==> src/rtl/uart_instr_loader.sv <==
// UART program loader: frames of 0xA5, 16-bit word count, big-endian words and XOR checksum into imem.
// Optional build macro LOADER_OPCODE_CHECK_EN rejects words whose opcode is outside the supported MIPS subset.
module uart_instr_loader #(
    parameter int ADDR_W      = 8,
    parameter int TIMEOUT_CYC = 100000
) (
    input  logic              clk,
    input  logic              rst_n,
    input  logic              rx_valid,
    input  logic [7:0]        rx_data,
    output logic              rx_ready,
    output logic              imem_we,
    output logic [ADDR_W-1:0] imem_addr,
    output logic [31:0]       imem_wdata,
    output logic              cpu_hold,
    output logic              load_done,
    output logic              load_error,
    output logic              bad_opcode
);

    localparam int TO_W = $clog2(TIMEOUT_CYC + 1);
    localparam logic [16:0] MAX_WORDS = 17'(2 ** ADDR_W);
    localparam logic [7:0]  START_BYTE = 8'hA5;

    typedef enum logic [2:0] {S_IDLE, S_LEN_HI, S_LEN_LO, S_DATA, S_CHK} state_t;

    state_t          state;
    logic [7:0]      len_hi;
    logic [15:0]     n_words;
    logic [ADDR_W:0] widx;
    logic [1:0]      byte_cnt;
    logic [23:0]     word_sr;
    logic [7:0]      chk_acc;
    logic [TO_W-1:0] idle_cnt;

    logic        accept;
    logic        timeout_hit;
    logic        last_word;
    logic [16:0] len_full;
    logic        word_ok;
    logic        bad_seen;

    assign rx_ready    = 1'b1;
    assign accept      = rx_valid;
    // Expiry takes priority over any byte presented in the same cycle.
    assign timeout_hit = (state != S_IDLE) && (idle_cnt == TO_W'(TIMEOUT_CYC - 1));
    assign len_full    = {1'b0, len_hi, rx_data};
    assign last_word   = (17'(widx) + 17'd1) == {1'b0, n_words};

`ifdef LOADER_OPCODE_CHECK_EN
    function automatic logic opcode_ok(input logic [5:0] op);
        case (op)
            6'b000000, 6'b100011, 6'b101011, 6'b001000,
            6'b000100, 6'b000101, 6'b000010, 6'b000011: return 1'b1;
            default: return 1'b0;
        endcase
    endfunction

    assign word_ok  = opcode_ok(word_sr[23:18]);
    assign bad_seen = bad_opcode;
`else
    assign word_ok    = 1'b1;
    assign bad_seen   = 1'b0;
    assign bad_opcode = 1'b0;
`endif

    always_ff @(posedge clk or negedge rst_n) begin
        if (!rst_n) begin
            state      <= S_IDLE;
            len_hi     <= '0;
            n_words    <= '0;
            widx       <= '0;
            byte_cnt   <= '0;
            word_sr    <= '0;
            chk_acc    <= '0;
            idle_cnt   <= '0;
            imem_we    <= 1'b0;
            imem_addr  <= '0;
            imem_wdata <= '0;
            cpu_hold   <= 1'b0;
            load_done  <= 1'b0;
            load_error <= 1'b0;
`ifdef LOADER_OPCODE_CHECK_EN
            bad_opcode <= 1'b0;
`endif
        end else begin
            imem_we   <= 1'b0;
            load_done <= 1'b0;

            if (state == S_IDLE || accept || timeout_hit)
                idle_cnt <= '0;
            else
                idle_cnt <= idle_cnt + 1'b1;

            if (timeout_hit) begin
                state      <= S_IDLE;
                load_error <= 1'b1;
                cpu_hold   <= 1'b0;
            end else if (accept) begin
                case (state)
                    S_IDLE: begin
                        if (rx_data == START_BYTE) begin
                            state      <= S_LEN_HI;
                            cpu_hold   <= 1'b1;
                            load_error <= 1'b0;
                            widx       <= '0;
                            byte_cnt   <= '0;
                            chk_acc    <= '0;
`ifdef LOADER_OPCODE_CHECK_EN
                            bad_opcode <= 1'b0;
`endif
                        end
                    end
                    S_LEN_HI: begin
                        len_hi <= rx_data;
                        state  <= S_LEN_LO;
                    end
                    S_LEN_LO: begin
                        n_words <= len_full[15:0];
                        if (len_full == 17'd0) begin
                            state <= S_CHK;
                        end else if (len_full > MAX_WORDS) begin
                            state      <= S_IDLE;
                            load_error <= 1'b1;
                            cpu_hold   <= 1'b0;
                        end else begin
                            state <= S_DATA;
                        end
                    end
                    S_DATA: begin
                        chk_acc  <= chk_acc ^ rx_data;
                        byte_cnt <= byte_cnt + 2'd1;
                        if (byte_cnt != 2'd3) begin
                            word_sr <= {word_sr[15:0], rx_data};
                        end else begin
                            // Rejected words still consume an address so later words land where the image expects.
                            if (word_ok) begin
                                imem_we    <= 1'b1;
                                imem_addr  <= widx[ADDR_W-1:0];
                                imem_wdata <= {word_sr, rx_data};
                            end
`ifdef LOADER_OPCODE_CHECK_EN
                            if (!word_ok)
                                bad_opcode <= 1'b1;
`endif
                            widx <= widx + 1'b1;
                            if (last_word)
                                state <= S_CHK;
                        end
                    end
                    S_CHK: begin
                        state    <= S_IDLE;
                        cpu_hold <= 1'b0;
                        if (rx_data == chk_acc && !bad_seen)
                            load_done <= 1'b1;
                        else
                            load_error <= 1'b1;
                    end
                    default: state <= S_IDLE;
                endcase
            end
        end
    end

endmodule

==> config.mk <==
export PLATFORM = sky130hd
export DESIGN_NAME = uart_instr_loader
export DESIGN_NICKNAME = d
export VERILOG_FILES = /design/src/rtl/uart_instr_loader.sv
export SDC_FILE = /design/constraint.sdc
export NUM_CORES = 1
export LEC_CHECK = 0
export CORE_ASPECT_RATIO = 0.8
export CORE_UTILIZATION = 64
export CTS_BUF_LIST = sky130_fd_sc_hd__clkbuf_4 sky130_fd_sc_hd__clkbuf_8
export CTS_CLUSTER_SIZE = 28
export DETAILED_ROUTE_END_ITERATION = 7
export PLACE_DENSITY = 0.9
export REMOVE_ABC_BUFFERS = 1
export SLEW_MARGIN = 20
export SYNTH_ARGS = -nofsm -noshare
export SYNTH_HDL_FRONTEND = slang
export SYNTH_SLANG_ARGS = --single-unit
==> constraint.sdc <==
create_clock -name clk -period 3.9 [get_ports clk]
set_input_delay 0.78 -clock clk [delete_from_list [all_inputs] [get_ports clk]]
set_output_delay 0.78 -clock clk [all_outputs]
set_load 0.05 [all_outputs]
---- After elaboration in Yosys (flattened, before gate mapping) ----
Cells that the tools add are included.
word-level totals
  register bits after elaboration ......... 131
  output and inout bits ................... 46
  logic and storage cells ................. 94
cells by class
  $add $sub $neg .......................... 4
  $lt $le $gt $ge ......................... 1
  eq/ne operators ......................... 17
  multiplexer cells ....................... 37
  bitwise operators ....................... 3
  reduce and logical (&&, ||, !) cells .... 18
operators with widths
  cell                     number
  $mux W1                  19
  $mux W3                  6
  $mux W9                  2
  $pmux W9 S2              1
  $add A17 B1 Y17 const B  1
  $eq A17 B17 Y1 const B   1
  $logic_not A17 Y1        1
  $mux W17                 1
  $eq A10 B16 Y1           1
  $gt A16 B9 Y1 const B    1
  $pmux W8 S2              1
  $reduce_and A4 Y1        4
  $ne A3 B3 Y1 const B     5
  $pmux W3 S4              1
  $add A9 B1 Y10 const B   1
  $reduce_and A5 Y1        2
  $add A9 B1 Y9 const B    1
  $eq A8 B8 Y1             1
  $eq A8 B8 Y1 const B     1
  $mux W8                  1
  $xor A8 B8 Y8            1
  $eq A3 B2 Y1 const B     2
  $pmux W1 S3              2
  $reduce_and A3 Y1        2
  other kinds (16)         21

---- Logic depth before layout (Yosys ltp) ----
Gate-level depths: netlist (run 1).
  depth in word-level cells ............... 7
  depth in mapped cells ................... 10
  depth with buffers taken out ............ 8

---- Worst setup path before layout (run 1) ----
No wires, ideal clock.
  path kind ............................... input to register
  start ................................... in rx_data[1]
  end ..................................... reg state[0]
  data arrival time ....................... 2.311 ns
  data required time ...................... 3.775 ns
  path slack .............................. 1.464 ns
  stages .................................. 7
  buffers on the path ..................... 1
  path through ............................ clkbuf_1 -> nor4_1 -> a21oi_1 -> o32ai_2 -> nand4_1 -> o31ai_2 -> mux2_2
on the way
  cells in the longest elaborated chain, start to end .. 6
  elaborated cells on any way between the ends .. 10
RTL lines
  element               RTL line  RTL
  from (decl)           10        input logic [7:0] rx_data,
  $gt A16 B9 Y1         122       end else if (len_full > MAX_WORDS) begin
  $mux W2               122
  $mux W3               120       if (len_full == 17'd0) begin
  $pmux W3 S4           100       case (state)
  $mux W3               99        end else if (accept) begin
  $mux W3               95        if (timeout_hit) begin
  to (signal assigned)  96        state <= S_IDLE;
  to (signal assigned)  103       state <= S_LEN_HI;
  to (signal assigned)  121       state <= S_CHK;
  to (decl)             27        state_t state;
Parallel ways exist; a longest one is shown, timed or not. The select of a mux whose other input is x is not followed.
A chain may end at the register's enable or synchronous reset.

---- Worst setup path in the final report (run 1) ----
  start ................................... in rx_data[1]
  end ..................................... reg widx[8]
on the way
  cells in the longest elaborated chain, start to end .. 3
RTL lines
  element                      RTL line  RTL
  $eq A8 B8 Y1                 102       if (rx_data == START_BYTE) begin
  $ne A2 B1 Y1 (no line)       n/a
  $reduce_and A5 Y1 (no line)  n/a
  to (signal assigned)         146       widx <= widx + 1'b1;
  to (decl)                    30        logic [ADDR_W:0] widx;
No other way between the ends.

==> reports/qor.txt, run 1 <==
RSZ-0062 raised after global routing = false
Vias per inst = 6.01
CTS root buffer = clkbuf_8
Dpl cells = 724
Routing usage on met2 = 48.8%
Iter 0 DRT Violations = 417
CTS tree = done
First-pass GRT wire length = 22.6 mm
LEAKAGE = 0.00328 uW
Top post-synthesis cells by area = dfrtp_1 54%, nand2_1 8.8%, mux2_2 8.0%, xor2_1 2.9%, o21ai_0 2.0%
Leading area contributor after synthesis = dfrtp_1
DPL Wire Length = 8.91 mm
CTS Buf Count = 17
Diode count = 0
Row count = 31
Clock sinks = 131
Largest net degree at the start of global routing = 75
Fin Setup TNS = 0 ps
Core Footprint = 0.00911 mm2
Total gr overflow = 0
Post-CTS sizing = 0
Mean Syn Cell Area = 10.4 um2
Worst hold path class = primary input to asynchronous set/reset pin
Drt total wl = 14.0 mm
Total die area = 0.00988 mm2
Max Clock Freq = 0.341 GHz
Total power = 4630 uW
Met1 Use GR = 39.2%
Cell Pwr Density = 660 mW/mm2
Ys flop type = dfrtp_1
Setup Viol. Count Final = 0
CP Class = primary input to flip-flop
Antenna violations before repair = 0
Clk_lat worst skew = 460 ps
Netlist cell types = 62
Critical path peak fanout = 10
Final hold vios = 0
Sequential-to-total area share from yosys stat = 54.0%
Die height = 89.1 um
Max Clock Skew = 14.9 ps
Cts hold-fix bufs = 0
Nets@finish = 642
YS warnings = 0
Met3 usage = 7.80%
Period minus WS final = 2930 ps
GRT Total Usage = 29.9%
Count leader, synth = nand2_1
Share of cells above drive strength 1 = 16.8%
GRT busiest layer = met2
WP data required = 4220 ps
Max Cap Viol = 0
Arr. time, crit path = 3250 ps
Clock buffer depth = 2
Number of synthesized flops with an enable pin = 0
Vias in the first global route = 4516
Synth Instances = 581
Synth top area share = 54.0%
Post-CTS setup buffers = 0
Critical Path Source Type = primary input
I/O pin total = 57
Final WS setup = 966 ps
Die X = 111 um
Area grow syn2layout = 15.5%
Synth cell count leaders = 142 x nand2_1, 131 x dfrtp_1, 43 x mux2_2
Initial Util = 66.6%
Register clock-pin slew on the reported worst setup and hold paths = 80 ps
Endpoint type of the worst setup path = flip-flop
Final std cells w/o fill = 756
Status = complete, no violations
VDD IR max = 0.443 mV
GP Congestion = 0.923
Remaining DRCs = 0
Final slew viol count = 0
Routed len/inst = 18.5 um
Synth Register Bits = 131
Max_slew headroom = 47.7%
Antenna viol nets, final = 0
Async SR Flop Fraction = 100%
H-tree depth = 4
DR pass1 iterations = 5
PortBufs = 54
Via count = 4540
Worst slew pin tran = 785 ps
Post-synthesis cell area = 0.00607 mm2
Period utilization = 75.2%
Pre-CTS setup slack = 683 ps
## routing by layer
layer | wire length (um) | part of all wire, %
met3 | 1010 | 7.2
met5 | 0 | 0
met1 | 5950 | 43
met4 | 295 | 2.1
met2 | 6720 | 48
## where the power goes
group / switching, uW / leakage (uW) / internal (uW)
sequential: 354 / 0.00173 / 1730
combinational: 781 / 0.00136 / 629
clock: 649 / 0.000196 / 481
## cell families after synthesis
family | after synthesis | share of synthesized area, %
flops | 131 | 54.0
xor+xnor | 27 | 3.90
mux | 52 | 10.1
other cells | 2 | 0.124
simple gates | 257 | 20.7
buf+inv | 41 | 3.57
fa+ha+maj | 3 | 0.618
compound gates | 68 | 6.97
## registers in the layout (all words and copies together), names as in the netlist
signal and count:
imem_wdata 32, word_sr 24, idle_cnt 17, n_words 16, widx 9, chk_acc 8
imem_addr 8, len_hi 8, state 3, byte_cnt 2, cpu_hold 1, imem_we 1
load_done 1, load_error 1
## worst paths after layout
check | start | to | slack [ps] | cells after the start
max | rx_data[1] | widx[8] | 970 | 7
min | rst_n | imem_addr[4] | 400 | 1
max reg2reg | idle_cnt[0] | len_hi[5] | 1200 | 7
min reg2reg | word_sr[23] | imem_wdata[31] | 480 | 2
max in group asynchronous | rst_n | word_sr[14] | 2660 | 2
min in group clk | word_sr[23] | imem_wdata[31] | 480 | 2
## metrics by stage
stage	area, um2	hold WS (ps)	utilization, %
after floorplan	5890	433	-
after global placement	6630	448	72.7
after detailed placement	6630	458	72.7
after CTS	7010	425	77.0
after global routing	7010	445	77.0
final	7010	396	77.0
## area by class of cell
type,instances,area (um2)
inverters,9,33.8
clock buffers,17,234
flip-flops and latches,131,3280
fillers,553,2100
multi-input cells,409,2580
clock inverters,15,153
repair buffers,60,596
well taps,115,144
## layout by cell type, fill, tap and decap left out, types with 6 or more instances in the layout
master,count
inv_8,6
or3_1,6
a21oi_1,17
inv_1,8
mux2_2,43
nor3_1,8
xnor2_1,7
nor2_1,28
o21ai_0,24
nand2_1,142
nor2b_1,11
buf_4,6
mux2_4,8
o21ai_1,7
xor2_1,20
nand3_1,10
clkbuf_8,17
dfrtp_1,131
clkdlybuf4s50_1,53
nand4_1,8
and3_1,6
## worst max-delay path: stages
cell and delay [ps]:
clkdlybuf4s50_1 590, nor4_1 500, nand4_1 220, o41a_1 310
or2_0 520, o21ai_1 250, o31ai_1 90
(Power assumes the default switching activity.)
==> run 2: changes to the inputs <==
--- a/config.mk
+++ b/config.mk
@@ -6,11 +6,11 @@
 export NUM_CORES = 1
 export LEC_CHECK = 0
 export CORE_ASPECT_RATIO = 0.8
-export CORE_UTILIZATION = 64
+export CORE_UTILIZATION = 59
 export CTS_BUF_LIST = sky130_fd_sc_hd__clkbuf_4 sky130_fd_sc_hd__clkbuf_8
 export CTS_CLUSTER_SIZE = 28
 export DETAILED_ROUTE_END_ITERATION = 7
-export PLACE_DENSITY = 0.9
+export PLACE_DENSITY = 0.84
 export REMOVE_ABC_BUFFERS = 1
 export SLEW_MARGIN = 20
 export SYNTH_ARGS = -nofsm -noshare
==> constraint.sdc (replaced) <==
create_clock -name clk -period 2.9 [get_ports clk]
set_input_delay 0.58 -clock clk [delete_from_list [all_inputs] [get_ports clk]]
set_output_delay 0.58 -clock clk [all_outputs]
set_load 0.05 [all_outputs]
==> run 2 against run 1 <==
Against the previous run: the flow now finishes with violations (DRC); via count stayed put; count of clock-buffer cells in the layout rose by 3; first-iteration DRC count shrank 7.9%; largest power group unchanged; highest routed layer unchanged.
==> reports/qor.txt, run 2 (same netlist as run 1, synthesis figures left out) <==
Routed len/inst = 16.9 um
Initial Util = 61.9%
Clock sinks = 131
Endpoint type of the worst setup path = flip-flop
Reg with most FFs = imem_wdata
Antenna viol nets, final = 0
Vias per inst = 5.76
Die height = 92.7 um
CTS root buffer = clkbuf_8
Final hold vios = 0
Total gr overflow = 0
Worst hold slack = 474 ps
Largest net degree at the start of global routing = 82
Critical Path Source Type = flip-flop
CP max stage cell = or4b_1
Total die area = 0.0107 mm2
Period minus WS final = 2610 ps
Crit. path cell count = 7
Biggest regs = imem_wdata x32, word_sr x24, idle_cnt x17
CTS tree = done
Final std cells w/o fill = 788
Row count = 32
Final WS setup = 287 ps
Remaining DRCs = 5
CP bufs+invs = 0
Critical path peak fanout = 9
RSZ-0062 raised after global routing = false
Iter 0 DRT Violations = 384
Drt total wl = 13.3 mm
Commonest non-fill, non-tap cell in the layout = nand2_1
Clk_lat worst skew = 440 ps
Family with the most delay on the worst path = simple AND/OR/NAND/NOR gates
GP Congestion = 0.918
Setup Viol. Count Final = 0
PortBufs = 54
Worst hold path class = flip-flop to flip-flop
Crit path largest cell delay = 740 ps
Vias in the first global route = 4547
Antenna violations before repair = 0
Worst setup startpoint = idle_cnt[0]
Register clock-pin slew on the reported worst setup and hold paths = 70 ps
Reg-to-reg endpoint = len_hi[6]
Max Clock Freq = 0.383 GHz
Post-CTS setup buffers = 0
Clock buffer depth = 2
Hold wc startpoint = word_sr[23]
Dpl cells = 755
H-tree depth = 4
Final slew viol count = 0
Max Clock Skew = 9.46 ps
LEAKAGE = 0.00335 uW
Nets@finish = 653
Worst setup endpoint = len_hi[6]
Status = finished with violations
DR pass1 iterations = 8
DPL Wire Length = 8.92 mm
WP data required = 3220 ps
Max reg flops = 32
Reg2reg setup slack = 290 ps
Area grow syn2layout = 18.1%
VDD IR max = 0.480 mV
Worst slew pin tran = 710 ps
CTS Buf Count = 17
Period utilization = 90.1%
Core Footprint = 0.00981 mm2
Crit-path cells = ha_1 -> and4_1 -> nand4_2 -> nor2_2 -> nor2_8 -> or4b_1 -> mux2_4
I/O pin total = 57
Pre-CTS setup slack = 74.4 ps
Cell Pwr Density = 876 mW/mm2
GRT Total Usage = 27.7%
Arr. time, crit path = 2940 ps
Via count = 4540
Share of cells above drive strength 1 = 18.1%
Max Cap Viol = 0
Reg-to-reg startpoint = idle_cnt[0]
Reg2Reg Depth = 7
First-pass GRT wire length = 22.3 mm
Diode count = 0
CP Class = flip-flop to flip-flop
Failing checks = DRC
Max_slew headroom = 52.7%
Die X = 115 um
Most frequent cells in the layout = 142 x nand2_1, 131 x dfrtp_1, 53 x clkdlybuf4s50_1, 43 x mux2_2, 28 x nor2_1
[run 2: changes by cell type in the layout (fill, tap and decap cells not counted), moves of 2 or more]
cell	delta
clkinv_4	+2
bufinv_16	+3
clkinv_2	+3
inv_6	-4
buf_4	+9
inv_8	-6
clkbuf_4	+2
[run 2: through the flow]
stage	utilization (%)	instance area [um2]	total power (uW)	setup TNS [ps]
after floorplan	-	5890	4030	-304
after global placement	68.7	6740	4550	0
after detailed placement	68.7	6740	4650	0
after CTS	73.1	7170	6300	0
after global routing	73.1	7170	6600	0
final	73.1	7170	6280	0
[run 2: repair_timing]
item,4_1_cts,5_1_grt
hold buffers,1,0
resized for setup,0,0
endpoints found under the hold margin,10,0
endpoints found under the setup margin,0,0
[run 2: layout make-up]
type	instances	area (um2)
flip-flops and latches	131	3280
fillers	639	2640
multi-input cells	409	2580
repair buffers	71	693
clock buffers	20	263
well taps	136	170
clock inverters	12	156
inverters	9	33.8
[run 2: power by group]
part	internal, uW	switching (uW)	leakage, uW
sequential	2330	456	0.00173
clock	894	733	0.000214
combinational	858	1010	0.00141
[run 2: worst min-delay path, stage by stage (launching register included)]
cell and delay [ps]:
dfrtp_1 350, nand2_1 50, nand2_1 50
[run 2: how the worst min path moves through the flow]
stage | slack [ps] | cells past startpoint | endpoint
after floorplan | 280 | 0 | byte_cnt[0]
after global placement | 430 | 1 | imem_addr[6]
after detailed placement | 430 | 1 | imem_addr[4]
after CTS | 470 | 2 | imem_wdata[31]
after global routing | 510 | 2 | imem_wdata[27]
final | 470 | 2 | imem_wdata[31]
[run 2: per-layer routing]
metal / track usage [%] / up-vias / wire (um)
met3: 8.18 / 24 / 827
met4: 8.55 / 0 / 208
li1: - / 2082 / -
met1: 38.7 / 2258 / 5910
met2: 41.7 / 176 / 6350
met5: 0 / - / 0
==> run 3: changes to the inputs <==
--- a/config.mk
+++ b/config.mk
@@ -10,7 +10,7 @@
 export CTS_BUF_LIST = sky130_fd_sc_hd__clkbuf_4 sky130_fd_sc_hd__clkbuf_8
 export CTS_CLUSTER_SIZE = 28
 export DETAILED_ROUTE_END_ITERATION = 7
-export PLACE_DENSITY = 0.84
+export PLACE_DENSITY = 0.82
 export REMOVE_ABC_BUFFERS = 1
 export SLEW_MARGIN = 20
 export SYNTH_ARGS = -nofsm -noshare
==> run 3 against run 2 <==
Against the previous run: the flow now finishes without violations; die area stayed put; highest routed layer unchanged; sequential share of layout area down 0.25 points; clock power up 8%.
==> reports/qor.txt, run 3 (same netlist as run 1, synthesis figures left out) <==
Commonest non-fill, non-tap cell in the layout = nand2_1
Initial Util = 61.9%
Reg2reg setup slack = 260 ps
First-pass GRT wire length = 22.8 mm
Iter 0 DRT Violations = 376
Multi-input logic area = 0.00258 mm2
Final hold vios = 0
Row count = 32
Endpoint type of the worst setup path = flip-flop
Clk pwr share = 27.3%
FILL cells = 672
Die X = 115 um
Flop pwr share = 43.4%
Antenna viol nets, final = 0
Status = complete, no violations
Remaining DRCs = 0
Worst hold path class = primary input to asynchronous set/reset pin
Post-CTS sizing = 0
GRT Total Usage = 28.3%
Diode count = 0
Area grow syn2layout = 18.8%
Post-CTS setup buffers = 0
Routed len/inst = 17.5 um
Period minus WS final = 2640 ps
Total die area = 0.0107 mm2
Share of cells above drive strength 1 = 18.1%
RSZ-0062 raised after global routing = false
Max reg flops = 32
H-tree depth = 4
PortBufs = 54
Period utilization = 91.2%
WP data required = 3230 ps
Crit-path cells = ha_1 -> and4_1 -> nand4_2 -> nor2_2 -> nor2_8 -> or4b_1 -> mux2_4
Biggest regs = imem_wdata x32, word_sr x24, idle_cnt x17
Final std cells w/o fill = 787
Reg with most FFs = imem_wdata
Register area = 0.00328 mm2
Drt total wl = 13.8 mm
Highest routing layer actually used = met4
Fin Setup TNS = 0 ps
Final slew viol count = 0
Post-DP Area = 0.00675 mm2
Switching Power = 2280 uW
I/O pin total = 57
Crit path largest cell delay = 740 ps
Total gr overflow = 0
VDD IR max = 0.519 mV
Final core occ = 73.5%
Max_slew headroom = 50.6%
CP Class = flip-flop to flip-flop
Met1 WL = 6.21 mm
DR pass1 iterations = 5
Most frequent cells in the layout = 142 x nand2_1, 131 x dfrtp_1, 53 x clkdlybuf4s50_1, 43 x mux2_2, 28 x nor2_1
Clock sinks = 131
CTS tree = done
Vias in the first global route = 4648
Sw Share = 35.4%
Setup Viol. Count Final = 0
Comb power frac = 29.3%
Register clock-pin slew on the reported worst setup and hold paths = 80 ps
GP Congestion = 0.911
Max Clock Skew = 10.3 ps
Cell Pwr Density = 893 mW/mm2
Worst slew pin tran = 737 ps
CTS Buf Count = 17
Core Footprint = 0.00981 mm2
Clk_lat worst skew = 440 ps
Cts hold-fix bufs = 0
Vias per inst = 5.81
Clock buffer depth = 2
Metal3 WL = 911 um
Arr. time, crit path = 2970 ps
CP max stage cell = or4b_1
Final instance area = 0.00721 mm2
Critical path peak fanout = 9
Max Cap Viol = 0
Via count = 4574
Die height = 92.7 um
Critical Path Source Type = flip-flop
Max Clock Freq = 0.378 GHz
Met2 wire length = 6.43 mm
DPL Wire Length = 9.04 mm
LEAKAGE = 0.00336 uW
CTS root buffer = clkbuf_8
Internal = 4160 uW
Antenna violations before repair = 0
Dpl cells = 755
Largest net degree at the start of global routing = 51
Nets@finish = 652
## run 3: cell types whose count changed in the layout (fill, tap and decap cells not counted), sizes merged
cell and delta:
inv +5, clkbuf -3, clkinv -3, bufinv +1, dlygate4sd3 -1
## run 3: critical path: cells and delay by family (launching register included)
| kind | cells | cell delay [ps] |
|---|---|---|
| adder cells (fa/ha/maj) | 1 | 250 |
| flip-flops | 1 | 420 |
| multiplexers | 1 | 400 |
| AND/OR/NAND/NOR | 5 | 1450 |
## run 3: final timing paths
kind / from / to / cells after the start
max: idle_cnt[0] / len_hi[6] / 7
min: rst_n / imem_addr[0] / 1
max reg2reg: idle_cnt[0] / len_hi[6] / 7
min reg2reg: word_sr[19] / imem_wdata[27] / 2
max in group asynchronous: rst_n / word_sr[8] / 2
min in group clk: word_sr[19] / imem_wdata[27] / 2
## run 3: per-layer routing
layer	vias up	GRT usage, %
li1	2080	-
met1	2285	37.8
met2	181	43.6
met3	28	8.12
met4	0	10.8
met5	-	0
## run 3: per-stage QoR
step                worst slack (ps)  power, uW  hold slack [ps]
detailed placement              99.3       4660              451
global route                     141       6750              156
floorplan                       -140       4030              284
global placement                 196       4540              443
CTS                              272       6450              133
finish                           256       6440              129
## run 3: area by class of cell
type / instances / area share, %
Clock buffer: 17 / 3.24
Clock inverter: 15 / 3.09
Inverter: 9 / 0.469
Multi-Input combinational cell: 409 / 35.7
Sequential cell: 131 / 45.5
Tap cell: 136 / 2.36
Timing Repair Buffer: 70 / 9.65
## run 3: power groups by stage
stage	sequential, uW	combinational [uW]	clock, uW
after detailed placement	2800	1860	0
after CTS	2780	1890	1780
final	2790	1890	1760
after global routing	2850	2040	1850
after floorplan	2990	1040	0
after global placement	2760	1780	0
